===== config.mk =====
export PLATFORM = sky130hd
export DESIGN_NAME = ldr_bridge_flat
export DESIGN_NICKNAME = d
export VERILOG_FILES = /design/src/rtl/ldr_bridge_if.sv /design/src/rtl/ldr_bridge.sv /design/src/flat_wrapper.sv
export SDC_FILE = /design/constraint.sdc
export NUM_CORES = 1
export LEC_CHECK = 0
export CAP_MARGIN = 10
export CORE_MARGIN = 5
export CORE_UTILIZATION = 44
export DETAILED_ROUTE_END_ITERATION = 16
export GPL_ROUTABILITY_DRIVEN = 0
export PLACE_DENSITY = 0.77
export SYNTH_ARGS = -nofsm -noshare
export SYNTH_HDL_FRONTEND = slang
export SYNTH_SLANG_ARGS = --single-unit

===== constraint.sdc =====
create_clock -name clk_sys -period 2.35 [get_ports clk_sys]
set_input_delay 0.705 -clock clk_sys [delete_from_list [all_inputs] [get_ports clk_sys]]
set_output_delay 0.705 -clock clk_sys [all_outputs]
set_load 0.02 [all_outputs]

===== src/rtl/ldr_bridge_if.sv =====
// Host-download / core-loader signal bundle for ldr_bridge.
// ldr_sum is present only when LDR_CHECKSUM_EN is defined.
interface ldr_bridge_if;
  // Host side: a byte moves on every cycle with ioctl_wr=1; ioctl_wait=1 asks the host
  // to stop strobing, one strobe in the same cycle is still absorbed. Core side: ldr_wr
  // plus addr/data stay stable until ldr_ack rises; the next request waits for ldr_ack=0.
  logic        ioctl_download;
  logic        ioctl_wr;
  logic [24:0] ioctl_addr;
  logic [7:0]  ioctl_dout;
  logic        ioctl_wait;
  logic [19:0] ldr_addr;
  logic [7:0]  ldr_wdat;
  logic        ldr_aen;
  logic        ldr_wr;
  logic        ldr_ack;
  logic        ldr_done;
  logic        ldr_ovf;
`ifdef LDR_CHECKSUM_EN
  logic [15:0] ldr_sum;
`endif

  modport slave (
    input  ioctl_download, ioctl_wr, ioctl_addr, ioctl_dout, ldr_ack,
`ifdef LDR_CHECKSUM_EN
    output ldr_sum,
`endif
    output ioctl_wait, ldr_addr, ldr_wdat, ldr_aen, ldr_wr, ldr_done, ldr_ovf
  );

  modport master (
    output ioctl_download, ioctl_wr, ioctl_addr, ioctl_dout, ldr_ack,
`ifdef LDR_CHECKSUM_EN
    input  ldr_sum,
`endif
    input  ioctl_wait, ldr_addr, ldr_wdat, ldr_aen, ldr_wr, ldr_done, ldr_ovf
  );
endinterface


===== src/rtl/ldr_bridge.sv =====
// Buffers host download bytes in a small FIFO and drains them to the core loader
// over a level ack handshake. Optional running checksum under LDR_CHECKSUM_EN.
module ldr_bridge #(
  parameter int FIFO_DEPTH = 4
) (
  input  logic                          clk_sys,
  input  logic                          reset,
  ldr_bridge_if.slave                   bus,
  output logic [1:0]                    dbg_state,
  output logic [$clog2(FIFO_DEPTH):0]   dbg_count
);
  localparam int AW = $clog2(FIFO_DEPTH);
  localparam int CW = AW + 1;
  localparam logic [CW-1:0] DEPTH_C = CW'(FIFO_DEPTH);
  localparam logic [CW-1:0] WAIT_C  = CW'(FIFO_DEPTH - 1);

  typedef enum logic [1:0] {
    S_IDLE    = 2'd0,
    S_REQ     = 2'd1,
    S_RELEASE = 2'd2
  } state_t;

  state_t         state, state_nxt;
  logic [27:0]    mem [FIFO_DEPTH];
  logic [AW-1:0]  wr_ptr, rd_ptr;
  logic [CW-1:0]  count, count_nxt;
  logic           ack_q, dl_q, fell_seen;
  logic           done_q, ovf_q, wait_q;
  logic [19:0]    addr_q;
  logic [7:0]     wdat_q;
  logic           push_req, push, pop, load, empty, full, ack_rise;
  logic           wr_o, aen_o;
  logic [27:0]    head;
  logic           unused_addr_hi;

  assign unused_addr_hi = ^bus.ioctl_addr[24:20];

  always_comb begin
    empty    = (count == '0);
    full     = (count == DEPTH_C);
    push_req = bus.ioctl_wr & bus.ioctl_download & ~done_q;
    push     = push_req & ~full;
    ack_rise = bus.ldr_ack & ~ack_q;
    head     = mem[rd_ptr];
  end

  // Drain FSM: state register
  always_ff @(posedge clk_sys) begin
    if (reset) state <= S_IDLE;
    else       state <= state_nxt;
  end

  // Drain FSM: next state; never start a request while the core still holds ack
  always_comb begin
    state_nxt = state;
    case (state)
      S_IDLE:    if (!empty && !bus.ldr_ack) state_nxt = S_REQ;
      S_REQ:     if (ack_rise)               state_nxt = S_RELEASE;
      S_RELEASE: if (!bus.ldr_ack)           state_nxt = S_IDLE;
      default:                               state_nxt = S_IDLE;
    endcase
  end

  // Drain FSM: outputs and datapath strobes
  always_comb begin
    load  = (state == S_IDLE) && (state_nxt == S_REQ);
    pop   = (state == S_REQ) && ack_rise;
    wr_o  = (state == S_REQ);
    aen_o = ~reset & ~done_q & (bus.ioctl_download | ~empty | (state != S_IDLE));
  end

  always_comb begin
    count_nxt = count;
    if (push && !pop)      count_nxt = count + 1'b1;
    else if (!push && pop) count_nxt = count - 1'b1;
  end

  always_ff @(posedge clk_sys) begin
    if (!reset && push) mem[wr_ptr] <= {bus.ioctl_addr[19:0], bus.ioctl_dout};
  end

  always_ff @(posedge clk_sys) begin
    if (reset) begin
      wr_ptr    <= '0;
      rd_ptr    <= '0;
      count     <= '0;
      wait_q    <= 1'b0;
      ovf_q     <= 1'b0;
      ack_q     <= 1'b0;
      dl_q      <= 1'b0;
      fell_seen <= 1'b0;
      done_q    <= 1'b0;
      addr_q    <= '0;
      wdat_q    <= '0;
    end else begin
      if (push) wr_ptr <= wr_ptr + 1'b1;
      if (pop)  rd_ptr <= rd_ptr + 1'b1;
      count     <= count_nxt;
      // Registered from the next count so it already reflects this cycle's push/pop
      wait_q    <= (count_nxt >= WAIT_C);
      ovf_q     <= ovf_q | (push_req & full);
      ack_q     <= bus.ldr_ack;
      dl_q      <= bus.ioctl_download;
      fell_seen <= fell_seen | (dl_q & ~bus.ioctl_download);
      done_q    <= done_q | (fell_seen & empty & (state == S_IDLE));
      if (load) begin
        addr_q <= head[27:8];
        wdat_q <= head[7:0];
      end
    end
  end

`ifdef LDR_CHECKSUM_EN
  logic [15:0] sum_q;
  always_ff @(posedge clk_sys) begin
    if (reset)              sum_q <= '0;
    else if (pop && !done_q) sum_q <= sum_q + {8'h00, wdat_q};
  end
  assign bus.ldr_sum = sum_q;
`endif

  assign bus.ioctl_wait = wait_q;
  assign bus.ldr_addr   = addr_q;
  assign bus.ldr_wdat   = wdat_q;
  assign bus.ldr_wr     = wr_o;
  assign bus.ldr_aen    = aen_o;
  assign bus.ldr_done   = done_q;
  assign bus.ldr_ovf    = ovf_q;
  assign dbg_state      = state;
  assign dbg_count      = count;
endmodule


===== src/flat_wrapper.sv =====
// flat-port wrapper written by rule: the top's interface ports become plain ports
module ldr_bridge_flat 
#(
  parameter int FIFO_DEPTH = 4
)
  (clk_sys, reset, dbg_state, dbg_count, bus_ioctl_download, bus_ioctl_wr, bus_ioctl_addr, bus_ioctl_dout, bus_ldr_ack, bus_ioctl_wait, bus_ldr_addr, bus_ldr_wdat, bus_ldr_aen, bus_ldr_wr, bus_ldr_done, bus_ldr_ovf);
  ldr_bridge_if bus_i ();
  input  logic clk_sys;
  input  logic reset;
  output logic [1:0] dbg_state;
  output logic [$clog2(FIFO_DEPTH):0] dbg_count;
  input wire logic [$bits(bus_i.ioctl_download)-1:0] bus_ioctl_download;
  input wire logic [$bits(bus_i.ioctl_wr)-1:0] bus_ioctl_wr;
  input wire logic [$bits(bus_i.ioctl_addr)-1:0] bus_ioctl_addr;
  input wire logic [$bits(bus_i.ioctl_dout)-1:0] bus_ioctl_dout;
  input wire logic [$bits(bus_i.ldr_ack)-1:0] bus_ldr_ack;
  output wire logic [$bits(bus_i.ioctl_wait)-1:0] bus_ioctl_wait;
  output wire logic [$bits(bus_i.ldr_addr)-1:0] bus_ldr_addr;
  output wire logic [$bits(bus_i.ldr_wdat)-1:0] bus_ldr_wdat;
  output wire logic [$bits(bus_i.ldr_aen)-1:0] bus_ldr_aen;
  output wire logic [$bits(bus_i.ldr_wr)-1:0] bus_ldr_wr;
  output wire logic [$bits(bus_i.ldr_done)-1:0] bus_ldr_done;
  output wire logic [$bits(bus_i.ldr_ovf)-1:0] bus_ldr_ovf;
  assign bus_i.ioctl_download = bus_ioctl_download;
  assign bus_i.ioctl_wr = bus_ioctl_wr;
  assign bus_i.ioctl_addr = bus_ioctl_addr;
  assign bus_i.ioctl_dout = bus_ioctl_dout;
  assign bus_i.ldr_ack = bus_ldr_ack;
  assign bus_ioctl_wait = bus_i.ioctl_wait;
  assign bus_ldr_addr = bus_i.ldr_addr;
  assign bus_ldr_wdat = bus_i.ldr_wdat;
  assign bus_ldr_aen = bus_i.ldr_aen;
  assign bus_ldr_wr = bus_i.ldr_wr;
  assign bus_ldr_done = bus_i.ldr_done;
  assign bus_ldr_ovf = bus_i.ldr_ovf;
  ldr_bridge #(.FIFO_DEPTH(FIFO_DEPTH)) u_core (.clk_sys(clk_sys), .reset(reset), .bus(bus_i), .dbg_state(dbg_state), .dbg_count(dbg_count));
endmodule

==> metrics list, run 1 <==
* Number of antenna violations at the first check in global routing: 0
* Fraction of final layout cells sized beyond drive strength 1: 0.230
- Power density of the placed cells: 899 mW/mm2
- Max Fclk: 433 MHz
- Floorplan die area: 0.0154 mm2
- Number of global-route vias before repair: 3365
- Final routed wirelength across all metal layers: 11.0 mm
- Internal power component: 5130 uW
- In the final routed layout, each cell accounts on average for 17.4 um.
- Row cnt: 41
- Number of nets in the layout: 494
* Post-Syn Instances: 350
* Worst reg2reg endpoint: u_core.mem[2][2]$_DFFE_PP_
- Num ports: 76
- The wire-length estimate of the detail-placed layout is 7.02 mm.
* Clock buffer depth: 2
- Clock share of power: 0.387
* Most frequent cells in the layout: edfxtp_1 (112), clkdlybuf4s50_1 (67), nand2_1 (60)
- Measured on the finished design, the core utilization comes to 0.591.
- In the global route stage, overall resource usage came out at 0.156.
- After clock tree synthesis, the clock-pin slew on the worst setup and hold paths is 0.06 ns.
- By area the synthesized netlist is led by edfxtp_1 (59%), dfxtp_1 (15%), mux4_2 (11%).
* Initial cell density of the core: 0.452
- edfxtp_1 takes more of the synthesized area than any other cell.
- The first detailed-routing pass ran for 5 iterations.
- In this run the standard cell core region covers 0.0127 mm2.
- Along the worst path, the maximum fanout reaches 2.
- Across the VDD grid, the largest voltage drop is 0.000566 V.
- Proportion of synthesized flip-flops having asynchronous set or reset: 0
* Clock sink count: 155
- For this run, the leading register cell type out of synthesis is edfxtp_1.
- The path class of the tightest hold or removal check is flip-flop to flip-flop.
- Post-synthesis sequential area ratio: 0.737
- The routed layout has 3207 vias.
* Cell chosen for the clock root: clkbuf_16
* DIE WIDTH: 124 um
- For hold timing, the worst endpoint is u_core.bus.ldr_addr[15]$_SDFFE_PP0P_.
- STA classifies the critical path startpoint as a flip-flop.
- Req. time, crit path: 1.64 ns
* Worst hold margin: 0.452 ns
* Fraction of post-synthesis cell area in the top cell type by area: 0.587
- Final setup vio count: 0
* CTS tree: built
* Hold Violations, Final: 0
- The total overflow left after global routing is 0.
- Critical Path Sink Type: output pin
- In this run the tool buffered the top-level ports with 70 buffer cells.
- The routed design could run at a clock period as short as 2.31 ns.
- In this run the mean area of a mapped cell was 16.4 um2.
- Signed area change from the synthesized netlist to the final layout: 30.7%
- For the pin with the worst max-slew slack, the measured transition is 0.461 ns.
- Commonest non-fill, non-tap cell in the layout: edfxtp_1
- STA puts the critical path data arrival time at 1.61 ns.
* Post-detailed-route via-to-cell ratio: 5.07
- Share of total power in sequential cells: 0.463
- In this run the cell area of the synthesized design comes to 0.00573 mm2.
* Worst-case headroom to the max-slew limit: 0.693
* Startpoint of the most critical setup path: u_core.dbg_count[0]$_SDFF_PP0_
* Number of nets with antenna violations after detailed routing: 0
- The first routing iteration left 178 violations.
* Start point of the worst hold path: u_core.bus.ldr_addr[15]$_SDFFE_PP0P_
- Clock H-tree levels: 4
- Clock skew on the completed layout was measured at 0.00803 ns.
- In this run, synthesis inferred 112 flip-flops with an integrated enable.
- Total of warnings raised by yosys: 0
- Of the total power, combinational logic draws 0.150.
- Clock latency on the worst-skew pair, taken at its later pin, is 0.42 ns.
* Maximum number of pins on one net before global-route repair: 44
- First-pass GRT wire length: 17.4 mm
- DRC errors left: 0
- Max-cap violations in this run came to 0.
* Number of antenna cells inserted: 0
- The synthesized design contains 155 register bits.
* Switching fraction of total power: 0.238
- Post-synthesis net count: 395
- Count of cell types in the netlist: 32
* Max-slew violation count: 0
- Summed over all nets, the switching power comes to 1610 uW.
- Status: completed
* Leak pwr: 0.00249 uW
- The critical path is of the flip-flop to output pin type.
- The worst register-to-register path has a depth of 8.
* Clock buffer count from CTS: 17
- The startpoint identified for the worst register-to-register timing path is u_core.dbg_count[0]$_SDFF_PP0_.
- Count of cells along the worst hold path: 2
* Register-to-register setup slack: 0.60 ns
* RSZ-0062 raised after global routing: yes
- Fraction of the cycle the final worst path needs: 0.984
* Chip Height: 124 um
## worst max-delay path, stage by stage (launching register included)
cell      delay [ns]
dfxtp_2         0.33
inv_2           0.05
ha_4            0.15
nor2b_4         0.12
nor3b_4         0.15
a211oi_2        0.21
buf_4           0.17
## metrics by stage
| step | cells | TNS, ns | power, uW | instance area, um2 | setup WS (ns) |
|---|---|---|---|---|---|
| after detailed placement | 602 | -1.33 | 4150 | 6900 | -0.389 |
| after global placement | 602 | -2.07 | 4120 | 6900 | -0.383 |
| after CTS | 633 | -0.0377 | 6750 | 7460 | -0.0377 |
| after floorplan | 350 | 0 | 3660 | 5740 | 0.0505 |
| after global routing | 633 | -0.0290 | 7010 | 7490 | -0.0290 |
| final | 633 | 0 | 6730 | 7490 | 0.0379 |
## metal layers
metal	track usage	vias to the layer above	wire length, um
li1	-	1497	-
met1	0.200	1597	4670
met2	0.245	95	5390
met3	0.0559	18	766
met4	0.0582	0	172
met5	0	-	0
## power by group through the flow
stage               sequential (uW)  clock (uW)  combinational [uW]
finish                         3120        2600                1010
global route                   3130        2780                1090
CTS                            3110        2660                 983
detailed placement             3170           0                 981
global placement               3160           0                 960
floorplan                      3280           0                 383
## cell families after synthesis
logic type / count (synthesis) / synth area share
simple gates: 88 / 0.0675
buf+inv: 24 / 0.0192
compound gates: 40 / 0.0380
flops: 155 / 0.737
xor+xnor: 6 / 0.00917
mux: 29 / 0.112
fa+ha+maj: 8 / 0.0172
## repair_timing
action | in CTS | in global routing
hold buffers | 0 | 0
pin swaps | 1 | 2
gates resized for setup | 8 | 8
setup buffers | 0 | 0
endpoints found under the setup margin | 2 | 1
## Yosys cell counts (all sizes together) (4+ instances only)
library cell / number
dfxtp: 43
mux4: 28
edfxtp: 112
nor2: 10
ha: 7
a21oi: 34
nand2: 61
clkbuf: 7
xnor2: 5
nor2b: 5
inv: 6
buf: 11
and2: 4
## worst max path at each step
stage	to	slack (ns)	cells after the start
final	bus_ldr_aen	0.04	6
after floorplan	u_core.mem[0][0]$_DFFE_PP_	0.05	4
after CTS	bus_ldr_aen	-0.04	6
after detailed placement	bus_ldr_aen	-0.39	4
after global routing	bus_ldr_aen	-0.03	6
after global placement	bus_ldr_aen	-0.38	4
## cell type report
| cell class | instances | area [um2] |
|---|---|---|
| clock buffer | 19 | 443 |
| inverter | 6 | 22.5 |
| fill | 973 | 5180 |
| tap | 172 | 215 |
| timing repair buffer | 98 | 1010 |
| sequential | 155 | 4230 |
| multi-input combinational | 171 | 1440 |
| clock inverter | 12 | 124 |
## state kept, by name, summed over array words and instances (netlist names)
register / flops
u_core.ack_q: 1
u_core.bus.ioctl_wait: 1
u_core.bus.ldr_addr: 20
u_core.bus.ldr_done: 1
u_core.bus.ldr_ovf: 1
u_core.bus.ldr_wdat: 8
u_core.dbg_count: 3
u_core.dbg_state: 2
u_core.dl_q: 1
u_core.fell_seen: 1
u_core.mem: 112
u_core.rd_ptr: 2
u_core.wr_ptr: 2
Power figures use the tool's default switching activity.
==> inputs of run 2 (changes only) <==
Settings changed: CORE_MARGIN 5 to default, SKIP_LAST_GASP from default to 1.
==> run 2 against run 1 <==
Against the previous run: final cell count is 0.32% higher; clock skew is 0.0018 ns lower; power is 0.98% lower; sequential share of layout area is 0.12 points higher; maximum frequency is 1.3% higher; critical path depth stayed put; sequential cell count stayed put; via count is 0.16% higher; combinational power hardly changed; clock power is 3% lower; die area is 12% lower; critical path type unchanged; largest power group unchanged.
==> metrics list, run 2 (synthesis gave the netlist of run 1 again) <==
- DIE WIDTH: 116 um (-6.4%)
* Max-slew violation count: 0 (unchanged)
- Final routed wirelength across all metal layers: 10.9 mm (-1.0%)
* Area inside the core boundary: 0.0127 mm2 (unchanged)
- Hold EP: u_core.bus.ldr_addr[14]$_SDFFE_PP0P_
* Signed area change from the synthesized netlist to the final layout: 30.5%
* Grt ovf: 0 (unchanged)
- The worst setup path is of the flip-flop to output pin kind.
* Skew-Pair Late Insertion Delay: 0.42 ns (about the same)
* Leak pwr: 0.00250 uW (+0.35%)
* Initial cell density of the core: 0.452 (unchanged)
- The HPWL after detailed placement is 6.75 mm (-3.9%).
- The flow ran to the end, and the final reports show no timing, DRC or antenna violations.
* Row cnt: 41 (unchanged)
- Start point of the worst hold path: u_core.bus.ldr_addr[14]$_SDFFE_PP0P_
- The path class of the tightest hold or removal check is flip-flop to flip-flop.
* Post-detailed-route via-to-cell ratio: 5.06 (-0.16%)
* Worst hold margin: 0.454 ns (+0.00220 ns)
- TritonRoute pass-1 iters: 4 (-1)
- Final Non-Filler Cells: 635 (+0.32%)
- The met2 wire length was 5.63 mm (+4.5%).
* Number of global-route vias before repair: 3325 (-1.2%)
* Count of max-cap constraint violations: 0 (unchanged)
- Maximum number of pins on one net before global-route repair: 44 (unchanged)
- The transition at the pin with the smallest max-transition slack came to 0.809 ns (+0.348 ns).
* Data arrival at the endpoint of the critical path: 1.58 ns (-0.03 ns)
- Fraction of final layout cells sized beyond drive strength 1: 0.225 (-0.00531)
* Worst-case headroom to the max-slew limit: 0.461 (-0.232)
* Total met3 wirelength after detailed routing: 601 um (-22%)
- Clock H-tree levels: 4 (unchanged)
* Floorplan die area: 0.0135 mm2 (-12%)
- Number of filler cells placed in the layout: 975 (+0.21%)
- The cell sitting at the root of the clock tree is a clkbuf_16.
* Clock buffer count from CTS: 17 (unchanged)
- Wire per inst: 17.1 um (-1.3%)
- The number of flip-flops under the largest register name came to 112 (unchanged).
* Crit-path max FO: 2 (unchanged)
- Total vias in the final route: 3212 (+0.16%)
- The violation count after the first detailed-routing iteration came to 189 (+6.2%).
- The total clock sinks came to 155 (unchanged).
* First-pass GRT wire length: 17.4 mm (-0.32%)
- The met1 layer wirelength in the final routing was 4.55 mm (-2.5%).
* Count of cells along the worst hold path: 2 (unchanged)
- u_core.mem holds more flip-flops than any other register.
- Number of antenna cells inserted: 0 (unchanged)
- DRC errors left: 0 (unchanged)
* Critical Path Sink Type: output pin
- The number of placed I/O pins came to 76 (unchanged).
- Final setup vio count: 0 (unchanged)
* Final Critical Period: 2.28 ns (-0.0306 ns)
- Number of antenna violations at the first check in global routing: 0 (unchanged)
- Most frequent cells in the layout: edfxtp_1 (112), clkdlybuf4s50_1 (66), nand2_1 (60)
* Worst reg2reg path startpoint: u_core.dbg_count[0]$_SDFF_PP0_
* Fraction of the cycle the final worst path needs: 0.971 (-0.0130)
* Skew final: 0.00618 ns (-0.00185 ns)
- Number of nets in the layout: 495 (+0.20%)
- STA classifies the critical path startpoint as a flip-flop.
- The number of buffers added on ports came to 70 (unchanged).
- TritonCTS built the clock tree.
- Worst-case vdd ir drop: 0.000549 V (-2.9%)
- Area taken by multi-input logic gates: 0.00144 mm2 (-0.43%)
- The setup TNS was 0 ns (unchanged).
- The maximum count of clock buffers along a single path was 2 (unchanged).
- The post-route antenna net violation count is 0 (unchanged).
- Hold Violations, Final: 0 (unchanged)
- Total power consumption of the routed design: 6670 uW (-0.98%)
- The endpoint identified for the worst register-to-register timing path is u_core.mem[3][20]$_DFFE_PP_.
* Clock transition at the registers of the reported paths: 0.06 ns (about the same)
- Power density of the placed cells: 892 mW/mm2 (-0.76%)
* Max Fclk: 438 MHz (+1.3%)
- Commonest non-fill, non-tap cell in the layout: edfxtp_1
- The slack of the worst reg-to-reg path came to 0.62 ns (+0.02 ns).
- Cells on worst reg2reg path: 8 (unchanged)
- The die outline height is 116 um (-6.4%).
- Global routing usage summed across all routing layers: 0.180 (+0.0247)
- Share of the core filled with cells in the final layout: 0.590 (-0.00128)
- The cell count after placement came to 600 (-0.33%).
* Footprint of the flip-flops and latches: 0.00423 mm2 (unchanged)
* Req. time, crit path: 1.64 ns (about the same)
- The detailed router used layers up to and including met4.
==> run 2: final cells by class <==
cell class,count,share of cell area
flip-flops and latches,155,0.566
multi-input cells,171,0.192
repair buffers,99,0.135
clock buffers,24,0.0658
well taps,172,0.0288
clock inverters,8,0.00904
inverters,6,0.00301
==> run 2: critical path: stages, from the launching register on <==
cell and delay, ns:
dfxtp_2 0.33, inv_2 0.05, ha_4 0.15, nor2b_4 0.12
nor3b_2 0.16, a211oi_2 0.19, buf_4 0.17
==> run 2: per-stage QoR <==
step,worst slack [ns],instance area [um2]
after floorplan,0.0505,5740
after global placement,-0.375,6870
after detailed placement,-0.400,6870
after CTS,-0.106,7430
after global routing,-0.00360,7480
final,0.0685,7480
==> run 2: worst max path at each step <==
| stage | startpoint | to | cells past startpoint |
|---|---|---|---|
| 2_1_floorplan | bus_ioctl_wr | u_core.mem[0][0]$_DFFE_PP_ | 4 |
| 3_3_place_gp | bus_ioctl_download | bus_ldr_aen | 4 |
| 3_5_place_dp | bus_ioctl_download | bus_ldr_aen | 4 |
| 4_1_cts | u_core.dbg_count[0]$_SDFF_PP0_ | bus_ldr_aen | 6 |
| 5_1_grt | u_core.dbg_count[0]$_SDFF_PP0_ | bus_ldr_aen | 6 |
| 6_report | u_core.dbg_count[0]$_SDFF_PP0_ | bus_ldr_aen | 6 |
==> run 2: routing by layer <==
layer / track usage / vias to the layer above
li1: - / 1497
met1: 0.226 / 1620
met2: 0.295 / 88
met3: 0.0529 / 7
met4: 0.0744 / 0
met5: 0 / -
==> run 2: report_power, final <==
group          switching [uW]  leakage (uW)  internal [uW]
Sequential               67.1       0.00136           3060
Combinational             507      0.000861            503
Clock                     977      0.000273           1550
Total                    1550       0.00250           5120
==> run 2: what timing repair did <==
| action | CTS | global route |
|---|---|---|
| buffers inserted | 0 | 3 |
| setup endpoints to repair | 2 | 1 |
| gates resized for setup | 6 | 11 |
| cloned | 0 | 0 |
| hold endpoints to repair | 0 | 0 |
| pin swaps | 0 | 2 |
| hold buffers | 0 | 0 |
==> RTL edit (config.mk and constraints of run 1) <==
`FIFO_DEPTH` is set to 4 in 2 places; all go to 2.
--- a/src/rtl/ldr_bridge.sv
+++ b/src/rtl/ldr_bridge.sv
@@ -1,7 +1,7 @@
 // Buffers host download bytes in a small FIFO and drains them to the core loader
 // over a level ack handshake. Optional running checksum under LDR_CHECKSUM_EN.
 module ldr_bridge #(
-  parameter int FIFO_DEPTH = 4
+  parameter int FIFO_DEPTH = 2
 ) (
   input  logic                          clk_sys,
   input  logic                          reset,
--- a/src/flat_wrapper.sv
+++ b/src/flat_wrapper.sv
@@ -1,7 +1,7 @@
 // flat-port wrapper written by rule: the top's interface ports become plain ports
 module ldr_bridge_flat 
 #(
-  parameter int FIFO_DEPTH = 4
+  parameter int FIFO_DEPTH = 2
 )
   (clk_sys, reset, dbg_state, dbg_count, bus_ioctl_download, bus_ioctl_wr, bus_ioctl_addr, bus_ioctl_dout, bus_ldr_ack, bus_ioctl_wait, bus_ldr_addr, bus_ldr_wdat, bus_ldr_aen, bus_ldr_wr, bus_ldr_done, bus_ldr_ovf);
   ldr_bridge_if bus_i ();
Interface: changed (resized dbg_count); port bits go from 76 to 75. The function was not compared with the original's and may differ.
==> RTL edit against run 1 <==
Final area down 39%. Sequential power down 33%. Power down 37%. Die area down 36%. Cell count down 32%. Clock power down 63%. Synthesized area down 39%. Hold slack better by 0.028 ns. Register-to-register slack worse by 0.16 ns. Sequential cell count down 59. Wire length down 41%. Critical endpoint unchanged. Worst setup slack better by 0.16 ns. Critical path depth down 2. First-iteration DRC count down 79%.
==> RTL edit: results (changes against run 1) <==
first_iter_violations: 37  # was 178
synth_edf_count: 56  # was 112
ir_worst_vdd_mv: 0.651  # was 0.566 mV
grt_max_degree: 42  # was 44
synth.area.top_cells: "edfxtp_1 48%, dfxtp_1 23%, mux2i_1 8.3%"  # was edfxtp_1 59%, dfxtp_1 15%, mux4_2 11%
cts_made_buffers: 9  # was 17
grt_use_total_pct: 13.7  # was 15.6%
vias: 2148  # was 3207
met2_length_mm: 3.25  # was 5.39 mm
synth_xor_area_share_pct: 0.747  # was 0.917%
status: "completed"  # unchanged
drt-met1-wl_mm: 2.79  # was 4.67 mm
grt_pass1_wl_mm: 10.5  # was 17.4 mm
power.leakage_nw: 1.49  # was 2.49 nW
layout.nets: 363  # was 494
htreeDepth: 3  # was 4
critPathMaxStageDelay_ns: 0.38  # was 0.33 ns
dpl.hpwl_mm: 4.52  # was 7.02 mm
grt_pass1_vias: 2202  # was 3365
placedCellCount: 414  # was 602
synth-seq-area-share_pct: 70.6  # was 73.7%
synthMuxAreaShare_pct: 8.25  # was 11.2%
synthAdderAreaFrac_pct: 0.711  # was 1.72%
synth-compound-area-share_pct: 9.28  # was 3.80%
cts.clk_slew.worst_paths_ns: 0.09  # was 0.06 ns
synth.net_count: 283  # was 395
clk_latency_ns: 0.35  # was 0.42 ns
## RTL edit: cell types whose count changed in the layout (fill, tap and decap cells not counted), moves of 28 or more
cell and change:
mux4_2 -28, nand2_1 -58, mux2i_1 +28, nor2_1 +30, edfxtp_1 -56, a21oi_1 -31
## RTL edit: power breakdown
part	internal [mW]	switching, mW
Sequential	1.99	0.109
Clock	0.393	0.558
Combinational	0.572	0.602
## RTL edit: final timing paths
check,depth (start not counted),slack [ns],endpoint,from
min reg2reg,2,0.48,u_core.fell_seen$_SDFF_PP0_,u_core.dl_q$_SDFF_PP0_
max,4,0.20,bus_ldr_aen,u_core.dbg_count[0]$_SDFF_PP0_
max reg2reg,5,0.44,u_core.mem[1][14]$_DFFE_PP_,u_core.dbg_count[0]$_SDFF_PP0_
min,2,0.48,u_core.fell_seen$_SDFF_PP0_,u_core.dl_q$_SDFF_PP0_
## RTL edit: cell families after synthesis
kind of cell | Yosys count
flops | 96
simple gates | 56
compound gates | 38
mux | 29
buf+inv | 19
xor+xnor | 3
fa+ha+maj | 2
## RTL edit: area by class of cell
cell class,instances,area (um^2)
Clock buffer,11,131
Clock inverter,5,41.3
Fill cell,636,3180
Inverter,3,11.3
Multi-Input combinational cell,128,971
Sequential cell,96,2480
Tap cell,102,128
Timing Repair Buffer,85,823
## RTL edit: timing repair
action	in CTS	in global routing
gates resized for setup	7	0
endpoints found under the setup margin	2	0
setup buffers	0	0
## RTL edit: per-layer routing
| layer | global-route usage [%] | vias to the layer above |
|---|---|---|
| met4 | 5.99 | 0 |
| li1 | - | 1058 |
| met1 | 16.2 | 1034 |
| met3 | 4.07 | 9 |
| met2 | 23.1 | 47 |
| met5 | 0 | - |
